## src/rtl/afe_ro_cfg_arb_if.sv

```systemverilog
// Bus bundle for afe_ro_cfg_arb: requester-side request/grant/response lanes plus the
// shared slave-side config port. slave = arbiter view, master = requester/slave-model view.
interface afe_ro_cfg_arb_if #(
  parameter int N_REQ = 2
);
  logic [N_REQ-1:0]    req_valid_i;
  logic [N_REQ*11-1:0] req_addr_i;
  logic [N_REQ*32-1:0] req_data_i;
  logic [N_REQ-1:0]    req_rwn_i;
  logic [N_REQ-1:0]    req_gnt_o;
  logic [N_REQ-1:0]    rsp_valid_o;
  logic [31:0]         rsp_data_o;
  logic                rsp_err_o;
  logic [10:0]         cfg_addr_o;
  logic [31:0]         cfg_data_o;
  logic                cfg_rwn_o;
  logic                cfg_valid_o;
  logic [31:0]         cfg_data_i;
  logic                cfg_ready_i;

  modport slave (
    input  req_valid_i, req_addr_i, req_data_i, req_rwn_i, cfg_data_i, cfg_ready_i,
    output req_gnt_o, rsp_valid_o, rsp_data_o, rsp_err_o,
           cfg_addr_o, cfg_data_o, cfg_rwn_o, cfg_valid_o
  );

  modport master (
    output req_valid_i, req_addr_i, req_data_i, req_rwn_i, cfg_data_i, cfg_ready_i,
    input  req_gnt_o, rsp_valid_o, rsp_data_o, rsp_err_o,
           cfg_addr_o, cfg_data_o, cfg_rwn_o, cfg_valid_o
  );
endinterface

```

## src/rtl/afe_ro_cfg_arb.sv

```systemverilog
// Round-robin arbiter funnelling N_REQ config requesters onto one slave port (IDLE/ACCESS/RESP).
// Define AFE_RO_CFG_ARB_TIMEOUT_EN to abort stalled slave accesses after TIMEOUT_CYC cycles.
module afe_ro_cfg_arb #(
  parameter int N_REQ       = 2,
  parameter int TIMEOUT_CYC = 255
) (
  input logic             clk_i,
  input logic             rstn_i,
  afe_ro_cfg_arb_if.slave bus
);
  localparam int PW = (N_REQ > 2) ? 2 : 1;

  typedef enum logic [1:0] {
    IDLE   = 2'd0,
    ACCESS = 2'd1,
    RESP   = 2'd2
  } state_t;

  state_t        state_reg, state_next;
  logic [PW-1:0] ptr_reg, ptr_next;
  logic [PW-1:0] idx_reg, idx_next;
  logic [10:0]   addr_reg, addr_next;
  logic [31:0]   wdata_reg, wdata_next;
  logic          rwn_reg, rwn_next;
  logic [31:0]   rdata_reg, rdata_next;
`ifdef AFE_RO_CFG_ARB_TIMEOUT_EN
  localparam int CW = (TIMEOUT_CYC <= 256) ? 8 : 16;
  logic [CW-1:0] cnt_reg, cnt_next;
  logic          err_reg, err_next;
`endif

  logic          any_req;
  logic [PW-1:0] win_idx;
  logic          gnt_en;
  logic          rsp_en;

  function automatic logic [PW-1:0] rr_index(input logic [PW-1:0] base, input int off);
    int sum;
    sum = int'(base) + off;
    if (sum >= N_REQ) sum = sum - N_REQ;
    return sum[PW-1:0];
  endfunction

  // Walk from the farthest slot back to the pointer so the closest requester wins last.
  always_comb begin
    any_req = 1'b0;
    win_idx = '0;
    for (int i = N_REQ - 1; i >= 0; i--) begin
      if (bus.req_valid_i[rr_index(ptr_reg, i)]) begin
        any_req = 1'b1;
        win_idx = rr_index(ptr_reg, i);
      end
    end
  end

  always_ff @(posedge clk_i or negedge rstn_i) begin
    if (!rstn_i) state_reg <= IDLE;
    else         state_reg <= state_next;
  end

  always_comb begin
    state_next = state_reg;
    ptr_next   = ptr_reg;
    idx_next   = idx_reg;
    addr_next  = addr_reg;
    wdata_next = wdata_reg;
    rwn_next   = rwn_reg;
    rdata_next = rdata_reg;
    gnt_en     = 1'b0;
    rsp_en     = 1'b0;
`ifdef AFE_RO_CFG_ARB_TIMEOUT_EN
    cnt_next   = cnt_reg;
    err_next   = err_reg;
`endif
    unique case (state_reg)
      IDLE: begin
        if (any_req && rstn_i) begin
          gnt_en     = 1'b1;
          idx_next   = win_idx;
          addr_next  = bus.req_addr_i[int'(win_idx)*11 +: 11];
          wdata_next = bus.req_data_i[int'(win_idx)*32 +: 32];
          rwn_next   = bus.req_rwn_i[win_idx];
          state_next = ACCESS;
`ifdef AFE_RO_CFG_ARB_TIMEOUT_EN
          cnt_next   = '0;
          err_next   = 1'b0;
`endif
        end
      end
      ACCESS: begin
        // Ready wins over a coinciding timeout, so that case completes normally.
        if (bus.cfg_ready_i) begin
          rdata_next = rwn_reg ? bus.cfg_data_i : 32'h0;
          state_next = RESP;
`ifdef AFE_RO_CFG_ARB_TIMEOUT_EN
          err_next   = 1'b0;
`endif
        end
`ifdef AFE_RO_CFG_ARB_TIMEOUT_EN
        else if (cnt_reg == CW'(TIMEOUT_CYC - 1)) begin
          rdata_next = 32'h0;
          err_next   = 1'b1;
          state_next = RESP;
        end else begin
          cnt_next = cnt_reg + 1'b1;
        end
`endif
      end
      RESP: begin
        rsp_en     = 1'b1;
        ptr_next   = rr_index(idx_reg, 1);
        state_next = IDLE;
      end
      default: state_next = IDLE;
    endcase
  end

  always_ff @(posedge clk_i or negedge rstn_i) begin
    if (!rstn_i) begin
      ptr_reg   <= '0;
      idx_reg   <= '0;
      addr_reg  <= '0;
      wdata_reg <= '0;
      rwn_reg   <= 1'b0;
      rdata_reg <= '0;
`ifdef AFE_RO_CFG_ARB_TIMEOUT_EN
      cnt_reg   <= '0;
      err_reg   <= 1'b0;
`endif
    end else begin
      ptr_reg   <= ptr_next;
      idx_reg   <= idx_next;
      addr_reg  <= addr_next;
      wdata_reg <= wdata_next;
      rwn_reg   <= rwn_next;
      rdata_reg <= rdata_next;
`ifdef AFE_RO_CFG_ARB_TIMEOUT_EN
      cnt_reg   <= cnt_next;
      err_reg   <= err_next;
`endif
    end
  end

  for (genvar gi = 0; gi < N_REQ; gi++) begin : g_onehot
    assign bus.req_gnt_o[gi]   = gnt_en && (win_idx == PW'(gi));
    assign bus.rsp_valid_o[gi] = rsp_en && (idx_reg == PW'(gi));
  end

  assign bus.rsp_data_o  = rsp_en ? rdata_reg : 32'h0;
`ifdef AFE_RO_CFG_ARB_TIMEOUT_EN
  assign bus.rsp_err_o   = rsp_en && err_reg;
`else
  assign bus.rsp_err_o   = 1'b0;
`endif
  // Slave-side fields only change on a grant, so they hold outside ACCESS for free.
  assign bus.cfg_valid_o = (state_reg == ACCESS);
  assign bus.cfg_addr_o  = addr_reg;
  assign bus.cfg_data_o  = wdata_reg;
  assign bus.cfg_rwn_o   = rwn_reg;

endmodule

```

## src/flat_wrapper.sv

```systemverilog
// flat-port wrapper written by rule: the top's interface ports become plain ports
module afe_ro_cfg_arb_flat 
#(
  parameter int N_REQ       = 2,
  parameter int TIMEOUT_CYC = 255
)
  (clk_i, rstn_i, bus_req_valid_i, bus_req_addr_i, bus_req_data_i, bus_req_rwn_i, bus_cfg_data_i, bus_cfg_ready_i, bus_req_gnt_o, bus_rsp_valid_o, bus_rsp_data_o, bus_rsp_err_o, bus_cfg_addr_o, bus_cfg_data_o, bus_cfg_rwn_o, bus_cfg_valid_o);
  afe_ro_cfg_arb_if #(.N_REQ(N_REQ)) bus_i ();
  input logic clk_i;
  input logic rstn_i;
  input wire logic [$bits(bus_i.req_valid_i)-1:0] bus_req_valid_i;
  input wire logic [$bits(bus_i.req_addr_i)-1:0] bus_req_addr_i;
  input wire logic [$bits(bus_i.req_data_i)-1:0] bus_req_data_i;
  input wire logic [$bits(bus_i.req_rwn_i)-1:0] bus_req_rwn_i;
  input wire logic [$bits(bus_i.cfg_data_i)-1:0] bus_cfg_data_i;
  input wire logic [$bits(bus_i.cfg_ready_i)-1:0] bus_cfg_ready_i;
  output wire logic [$bits(bus_i.req_gnt_o)-1:0] bus_req_gnt_o;
  output wire logic [$bits(bus_i.rsp_valid_o)-1:0] bus_rsp_valid_o;
  output wire logic [$bits(bus_i.rsp_data_o)-1:0] bus_rsp_data_o;
  output wire logic [$bits(bus_i.rsp_err_o)-1:0] bus_rsp_err_o;
  output wire logic [$bits(bus_i.cfg_addr_o)-1:0] bus_cfg_addr_o;
  output wire logic [$bits(bus_i.cfg_data_o)-1:0] bus_cfg_data_o;
  output wire logic [$bits(bus_i.cfg_rwn_o)-1:0] bus_cfg_rwn_o;
  output wire logic [$bits(bus_i.cfg_valid_o)-1:0] bus_cfg_valid_o;
  assign bus_i.req_valid_i = bus_req_valid_i;
  assign bus_i.req_addr_i = bus_req_addr_i;
  assign bus_i.req_data_i = bus_req_data_i;
  assign bus_i.req_rwn_i = bus_req_rwn_i;
  assign bus_i.cfg_data_i = bus_cfg_data_i;
  assign bus_i.cfg_ready_i = bus_cfg_ready_i;
  assign bus_req_gnt_o = bus_i.req_gnt_o;
  assign bus_rsp_valid_o = bus_i.rsp_valid_o;
  assign bus_rsp_data_o = bus_i.rsp_data_o;
  assign bus_rsp_err_o = bus_i.rsp_err_o;
  assign bus_cfg_addr_o = bus_i.cfg_addr_o;
  assign bus_cfg_data_o = bus_i.cfg_data_o;
  assign bus_cfg_rwn_o = bus_i.cfg_rwn_o;
  assign bus_cfg_valid_o = bus_i.cfg_valid_o;
  afe_ro_cfg_arb #(.N_REQ(N_REQ), .TIMEOUT_CYC(TIMEOUT_CYC)) u_core (.clk_i(clk_i), .rstn_i(rstn_i), .bus(bus_i));
endmodule
```

## config.mk

```make
export PLATFORM = sky130hd
export DESIGN_NAME = afe_ro_cfg_arb_flat
export DESIGN_NICKNAME = d
export VERILOG_FILES = /design/src/rtl/afe_ro_cfg_arb_if.sv /design/src/rtl/afe_ro_cfg_arb.sv /design/src/flat_wrapper.sv
export SDC_FILE = /design/constraint.sdc
export NUM_CORES = 1
export LEC_CHECK = 0
export CORE_MARGIN = 3
export CORE_UTILIZATION = 40
export CTS_CLUSTER_SIZE = 40
export DETAILED_ROUTE_END_ITERATION = 8
export GPL_TIMING_DRIVEN = 1
export PLACE_DENSITY_LB_ADDON = 0.3
export SYNTH_ARGS = -nofsm -noshare
export SYNTH_HDL_FRONTEND = slang
export SYNTH_SLANG_ARGS = --single-unit
```

## constraint.sdc

```tcl
create_clock -name clk_i -period 2.15 [get_ports clk_i]
set_clock_uncertainty 0.15 [all_clocks]
set_input_delay 0.3225 -clock clk_i [delete_from_list [all_inputs] [get_ports clk_i]]
set_output_delay 0.3225 -clock clk_i [all_outputs]
set_load 0.05 [all_outputs]
```

==> metrics.md, run 1 <==
| Metric | Value |
|---|---|
| Reg-to-Reg Start | u_core.state_reg[0] |
| Flop pwr share | 33.0% |
| Clk slew on worst S/H paths | 0.09 ns |
| Vias in the first global route | 3,848 |
| CTS max path bufs | 2 |
| Inserted Clock Buffers | 9 |
| Clock power frac | between 10 and 15% |
| Final WS setup | 0.07431 ns |
| Worst-Skew Late Latency | between 0.3 and 0.4 ns |
| NumNets Final | approximately 720 |
| Worst r2r dst | u_core.bus.cfg_addr_o[7] |
| Synth Instances | around 400 |
| Cells along the critical path | or3b_4 -> nor3b_4 -> buf_12 |
| Starting DRC count in detailed routing | 200 |
| Die area | around 0.011 mm2 |
| CP max stage delay | about 0.45 ns |
| Largest net degree at the start of global routing | 66 |
| Setup TNS | 0 ns |
| Horiz. Die Dim | ~110 um |
| Crit Path Max Fanout | 5 |
| Largest area contributor in the netlist | dfrtp_1 |
| Register area share after synthesis | 50.30% |
| Vias | 3,772 |
| HP Class | input pin to asynchronous set/reset pin |
| CP max stage cell | or3b_4 |
| R2r setup slk | 0.36 ns |
| Library cells used by synthesis | 24 |
| Synth top area share | between 50% and 60% |
| Largest cells by area after synthesis | dfrtp_1 50%, a221o_1 11%, nand2_1 10% |
| Setup crit end kind | output pin |
| Post-synth top cells | 109 x nand2_1, 80 x dfrtp_1, 43 x a221o_1 |
| Mapped Avg Cell Area | around 10 um2 |
| Antenna violations before repair | 0 |
| Int Pwr | between 4000 and 5000 uW |
| Global-route wire length before repair | approximately 20 mm |
| Hold slack | -0.005912 ns |
| Top FF cell, synth | dfrtp_1 |
| CTS tree | built |
| Gpl congestion | just under 0.8 |
| Inserted Diodes | 0 |
| Num rows | 35 |
| Starting Density | 42.08% |
| Final Util | between 70 and 80% |
| Clk sink count | 80 |
| Overflow after GRT | 0 |
| DR pass1 iterations | 6 |
| Post-synth ARST share | 100.0% |
| Slew @ Worst Pin | between 0.7 and 0.8 ns |
| Sw Ratio | ~44% |
| Kind of critical path | flop to output pin |
| Status | complete, but fails checks |
| Post-synth EDFFs | 0 |
| Pre-CTS WS | 0.09500 ns |
| Arrival time worst endpoint | between 1.5 and 2 ns |
| Drt drc | 0 |
| Routed Antenna Nets | 0 |
| Layout cells sized above 1 | roughly a fifth |
| Hold violation count in the final report | 2 |
| Final std cells w/o fill | around 730 |
| Max IR drop VDD | a little over 600 uV |
| Total GRT Usage | between 20% and 30% |
| Height of the die | roughly 110 um |
| Mapped Nets | 524 |
| I/O Pins | slightly above 200 |
| Vias per inst | approximately 5.2 |
| Comb power frac | 52.1% |
| WP data required | roughly 1.7 ns |
| Final setup fails | 0 |
| P per Cell Area | ~1100 mW/mm2 |
| Max Freq | about 0.48 GHz |
| Syn. warnings | 0 |
| NetSw | between 3000 and 4000 uW |
| Core area | approximately 0.0095 mm2 |
| Synth Register Bits | 80 |
| Unrepaired setup endpoints after global routing | no |
| Top-count cell post-synth | nand2_1 |
| Final Cycle Share | 96.54% |
| Port Buf Inserts | between 200 and 250 |
| Slew Limit Fails | 0 |
| Max-cap violations | 0 |
| Slew margin rel. | 48.77% |
| # H-tree levels | 3 |
| Root buffer cell | clkbuf_8 |
| Failing checks | hold timing |
| Leakage power | between 0.002 and 0.003 uW |
| HPWL Detailed | between 9 and 10 mm |
| Mapped Area | 0.003980 mm2 |
| Final worst path period need | 2.076 ns |
| Final wirelength | ~13 mm |
| R2R depth | 4 |
| WL per Instance | ~18 um |
| Synth-to-Final Area Change | 68.91% |
| Post-Place Cells | roughly 700 |
| Crit start category | flop |
## metrics by stage
| stage | total power [uW] | area, um2 |
|---|---|---|
| CTS | 7515 | 6719 |
| finish | 7461 | 6723 |
| detailed placement | 6397 | 6519 |
| global route | 7831 | 6723 |
| floorplan | 4843 | 3991 |
| global placement | 6295 | 6519 |
## worst max path at each step
stage	depth (start not counted)	startpoint	slack, ns	to
3_3_place_gp	5	bus_req_valid_i[0]	0.15	u_core.bus.cfg_addr_o[6]
2_1_floorplan	4	u_core.state_reg[0]	0.12	bus_req_gnt_o[1]
3_5_place_dp	5	bus_req_valid_i[0]	0.1	u_core.bus.cfg_addr_o[7]
6_report	3	u_core.state_reg[0]	0.07	bus_req_gnt_o[1]
5_1_grt	3	u_core.state_reg[0]	0.009	bus_req_gnt_o[1]
4_1_cts	4	u_core.state_reg[1]	0.04	bus_rsp_valid_o[1]
## area by class of cell
class / instances / area [um2]
Sequential cell: 80 / 2002
Multi-Input combinational cell: 277 / 1764
Clock inverter: 3 / 42.54
Tap cell: 129 / 161.4
Clock buffer: 12 / 145.1
Inverter: 3 / 11.26
Fill cell: 708 / 2736
Timing Repair Buffer: 222 / 2596
## cell families (layout without fill, tap and decap cells)
family	after synthesis	after routing	share of synthesized area, %
and+or+nand+nor	197	197	27.82
DFF	80	80	50.30
AOI/OAI and AO/OA	79	79	15.59
buffers and inverters	42	240	6.193
other	1	1	0.09422
## metal layers
layer / track usage [%] / wire [um]
met5: 0 / 0
met4: 7.308 / 241
met3: 8.941 / 1308
met2: 37.98 / 6408
met1: 27.97 / 4933
## cell usage in the layout (no fill, tap or decap), types with 2 or more instances in the layout
cell type        Yosys  routed
clkdlybuf4s50_1      0     165
nand2_1            109     109
dfrtp_1             80      80
a221o_1             43      43
buf_12               0      41
nor3_2              39      39
and2_1              34      34
o21ai_0             33      33
buf_4                1      13
clkbuf_8             0      10
nor3_1               5       5
inv_1                3       3
nor2_1               2       2
clkbuf_1            20       2
## power by group through the flow
stage	Combinational [uW]	Clock [uW]	Sequential, uW
after floorplan	1210	0	3630
after global placement	3830	0	2460
after detailed placement	3910	0	2490
after CTS	3920	1130	2470
after global routing	4090	1200	2540
final	3890	1110	2470
## worst max-delay path: cells and delay by family, from the launching register on
kind	cells	cell delay (ns)
AND/OR/NAND/NOR	2	0.68
flip-flops	1	0.43
buffers and inverters	1	0.17
## repair_timing
action	4_1_cts	5_1_grt
endpoints found under the hold margin	20	0
gates resized for setup	1	1
hold buffers	1	0
buffers inserted	0	0
pin swaps	0	0
setup endpoints to repair	1	25
No activity file was read; power rests on OpenSTA's default activity.
==> run 2, diff against run 1 <==
--- a/config.mk
+++ b/config.mk
@@ -6,7 +6,7 @@
 export NUM_CORES = 1
 export LEC_CHECK = 0
 export CORE_MARGIN = 3
-export CORE_UTILIZATION = 40
+export CORE_UTILIZATION = 31
 export CTS_CLUSTER_SIZE = 40
 export DETAILED_ROUTE_END_ITERATION = 8
 export GPL_TIMING_DRIVEN = 1
==> metrics.md, run 2 (same netlist as run 1, synthesis figures left out) <==
| Metric | Value |
|---|---|
| Status | finished, final reports clean |
| Inserted Clock Buffers | 9 |
| Flop pwr share | 32.0% |
| CTS max path bufs | 2 |
| Slew Limit Fails | 0 |
| Most frequent cells in the layout | 165 x clkdlybuf4s50_1, 109 x nand2_1, 79 x dfrtp_1 |
| Leakage power | between 0.002 and 0.003 uW |
| Layout cells sized above 1 | 19.87% |
| NumNets Final | 719 |
| R2r setup slk | approximately 0.33 ns |
| Routed Antenna Nets | 0 |
| Vias per inst | about 4.9 |
| Antenna violations before repair | 0 |
| Sw Ratio | a little over two fifths |
| Crit Path Max Fanout | 5 |
| Final std cells w/o fill | roughly 770 |
| Post-Place Cells | 749 |
| Starting Density | 32.46% |
| CTS tree | built |
| I/O Pins | slightly above 200 |
| Setup crit end kind | output pin |
| Comb power frac | around half |
| Arrival time worst endpoint | about 1.6 ns |
| Overflow after GRT | 0 |
| Hold slack | 0.01237 ns |
| Inserted Diodes | 0 |
| Clk sink count | 80 |
| Gpl congestion | roughly 0.77 |
| P per Cell Area | ~1100 mW/mm2 |
| HPWL Detailed | approximately 9.5 mm |
| Setup TNS | 0 ns |
| Largest net degree at the start of global routing | 66 |
| Drt drc | 0 |
| Core area | 0.01226 mm2 |
| Kind of critical path | flop to output pin |
| Final Util | 55.85% |
| Root buffer cell | clkbuf_16 |
| Max Freq | approximately 0.48 GHz |
| Final worst path period need | between 2 and 2.5 ns |
| CP startpoint | u_core.state_reg[0] |
| Int Pwr | around 4400 uW |
| Reg-to-Reg Start | u_core.state_reg[0] |
| Hold violation count in the final report | 0 |
| DR pass1 iterations | 5 |
| # H-tree levels | 3 |
| Vias | between 3,000 and 4,000 |
| Total GRT Usage | ~18% |
| Final wirelength | ~13 mm |
| Height of the die | 119.3 um |
| Synth-to-Final Area Change | 72.05% |
| Max IR drop VDD | around 430 uV |
| Final setup fails | 0 |
| WP data required | between 1.5 and 2 ns |
| Horiz. Die Dim | roughly 120 um |
| Unrepaired setup endpoints after global routing | no |
| Starting DRC count in detailed routing | roughly 270 |
| CP max stage cell | dfrtp_2 |
| Crit start category | flop |
| Die area | 0.01423 mm2 |
| Clk slew on worst S/H paths | about 0.06 ns |
| Port Buf Inserts | between 200 and 250 |
| Slew margin rel. | roughly 50% |
| Global-route wire length before repair | 20.53 mm |
| CP max stage delay | approximately 0.45 ns |
| Slew @ Worst Pin | 0.7480 ns |
| Final Cycle Share | between 90% and 100% |
| Vias in the first global route | about 3,800 |
| WL per Instance | 16.87 um |
| HP Class | input pin to asynchronous set/reset pin |
| Clock power frac | roughly 18% |
| Cells along the critical path | or3b_4 -> nor3b_4 -> buf_12 |
| Max-cap violations | 0 |
| Num rows | 40 |
| Worst-Skew Late Latency | between 0.3 and 0.4 ns |
| Commonest non-fill, non-tap cell in the layout | clkdlybuf4s50_1 |
| NetSw | approximately 3300 uW |
==> run 2: area by class of cell <==
class                           count  area (um2)
Sequential cell                    80        2003
Tap cell                          168       210.2
Clock buffer                       11       232.7
Timing Repair Buffer              223        2587
Inverter                            3       11.26
Clock inverter                      5       33.78
Fill cell                        1045        5414
Multi-Input combinational cell    277        1769
==> run 2: final timing paths <==
path | cells past startpoint | end
worst max register to register | 4 | u_core.bus.cfg_data_o[29]
min in group clk_i | 2 | u_core.rdata_reg[21]
worst max-delay path | 3 | bus_req_gnt_o[1]
worst min-delay path | 2 | u_core.bus.cfg_data_o[18]
worst min register to register | 2 | u_core.rdata_reg[21]
max in group asynchronous | 3 | u_core.state_reg[0]
==> run 2: routing by layer <==
layer	routed length (um)	global-route usage [%]	up-vias
li1	-	-	1779
met1	5353	22.72	1777
met2	5992	27.83	176
met3	1460	7.787	13
met4	130	5.941	0
met5	0	0	-
==> run 2: stage by stage <==
stage                     power [uW]  instance area [um2]  setup slack, ns
after floorplan                 4843                 3991           0.1244
after global placement          6310                 6555           0.1100
after detailed placement        6388                 6555          0.05642
after CTS                       7798                 6832         -0.05451
after global routing            8131                 6848         0.005008
final                           7727                 6848          0.06490
==> run 2: worst max-delay path: cells and delay by family, from the launching register on <==
kind                   cells  cell delay (ns)
AND/OR/NAND/NOR            2             0.67
flip-flops                 1             0.45
buffers and inverters      1             0.17
==> run 2: timing repair <==
| item | 4_1_cts | 5_1_grt |
|---|---|---|
| cloned | 0 | 0 |
| endpoints found under the hold margin | 23 | 0 |
| gates resized for setup | 0 | 3 |
| setup endpoints to repair | 31 | 31 |
| setup buffers | 0 | 1 |
| hold buffers | 1 | 0 |
==> run 2: power by group through the flow <==
stage	Combinational [uW]	Sequential (uW)	Clock, uW
final	3870	2470	1380
after global routing	4090	2550	1490
after CTS	3910	2470	1420
after detailed placement	3900	2490	0
after global placement	3840	2470	0
after floorplan	1210	3630	0
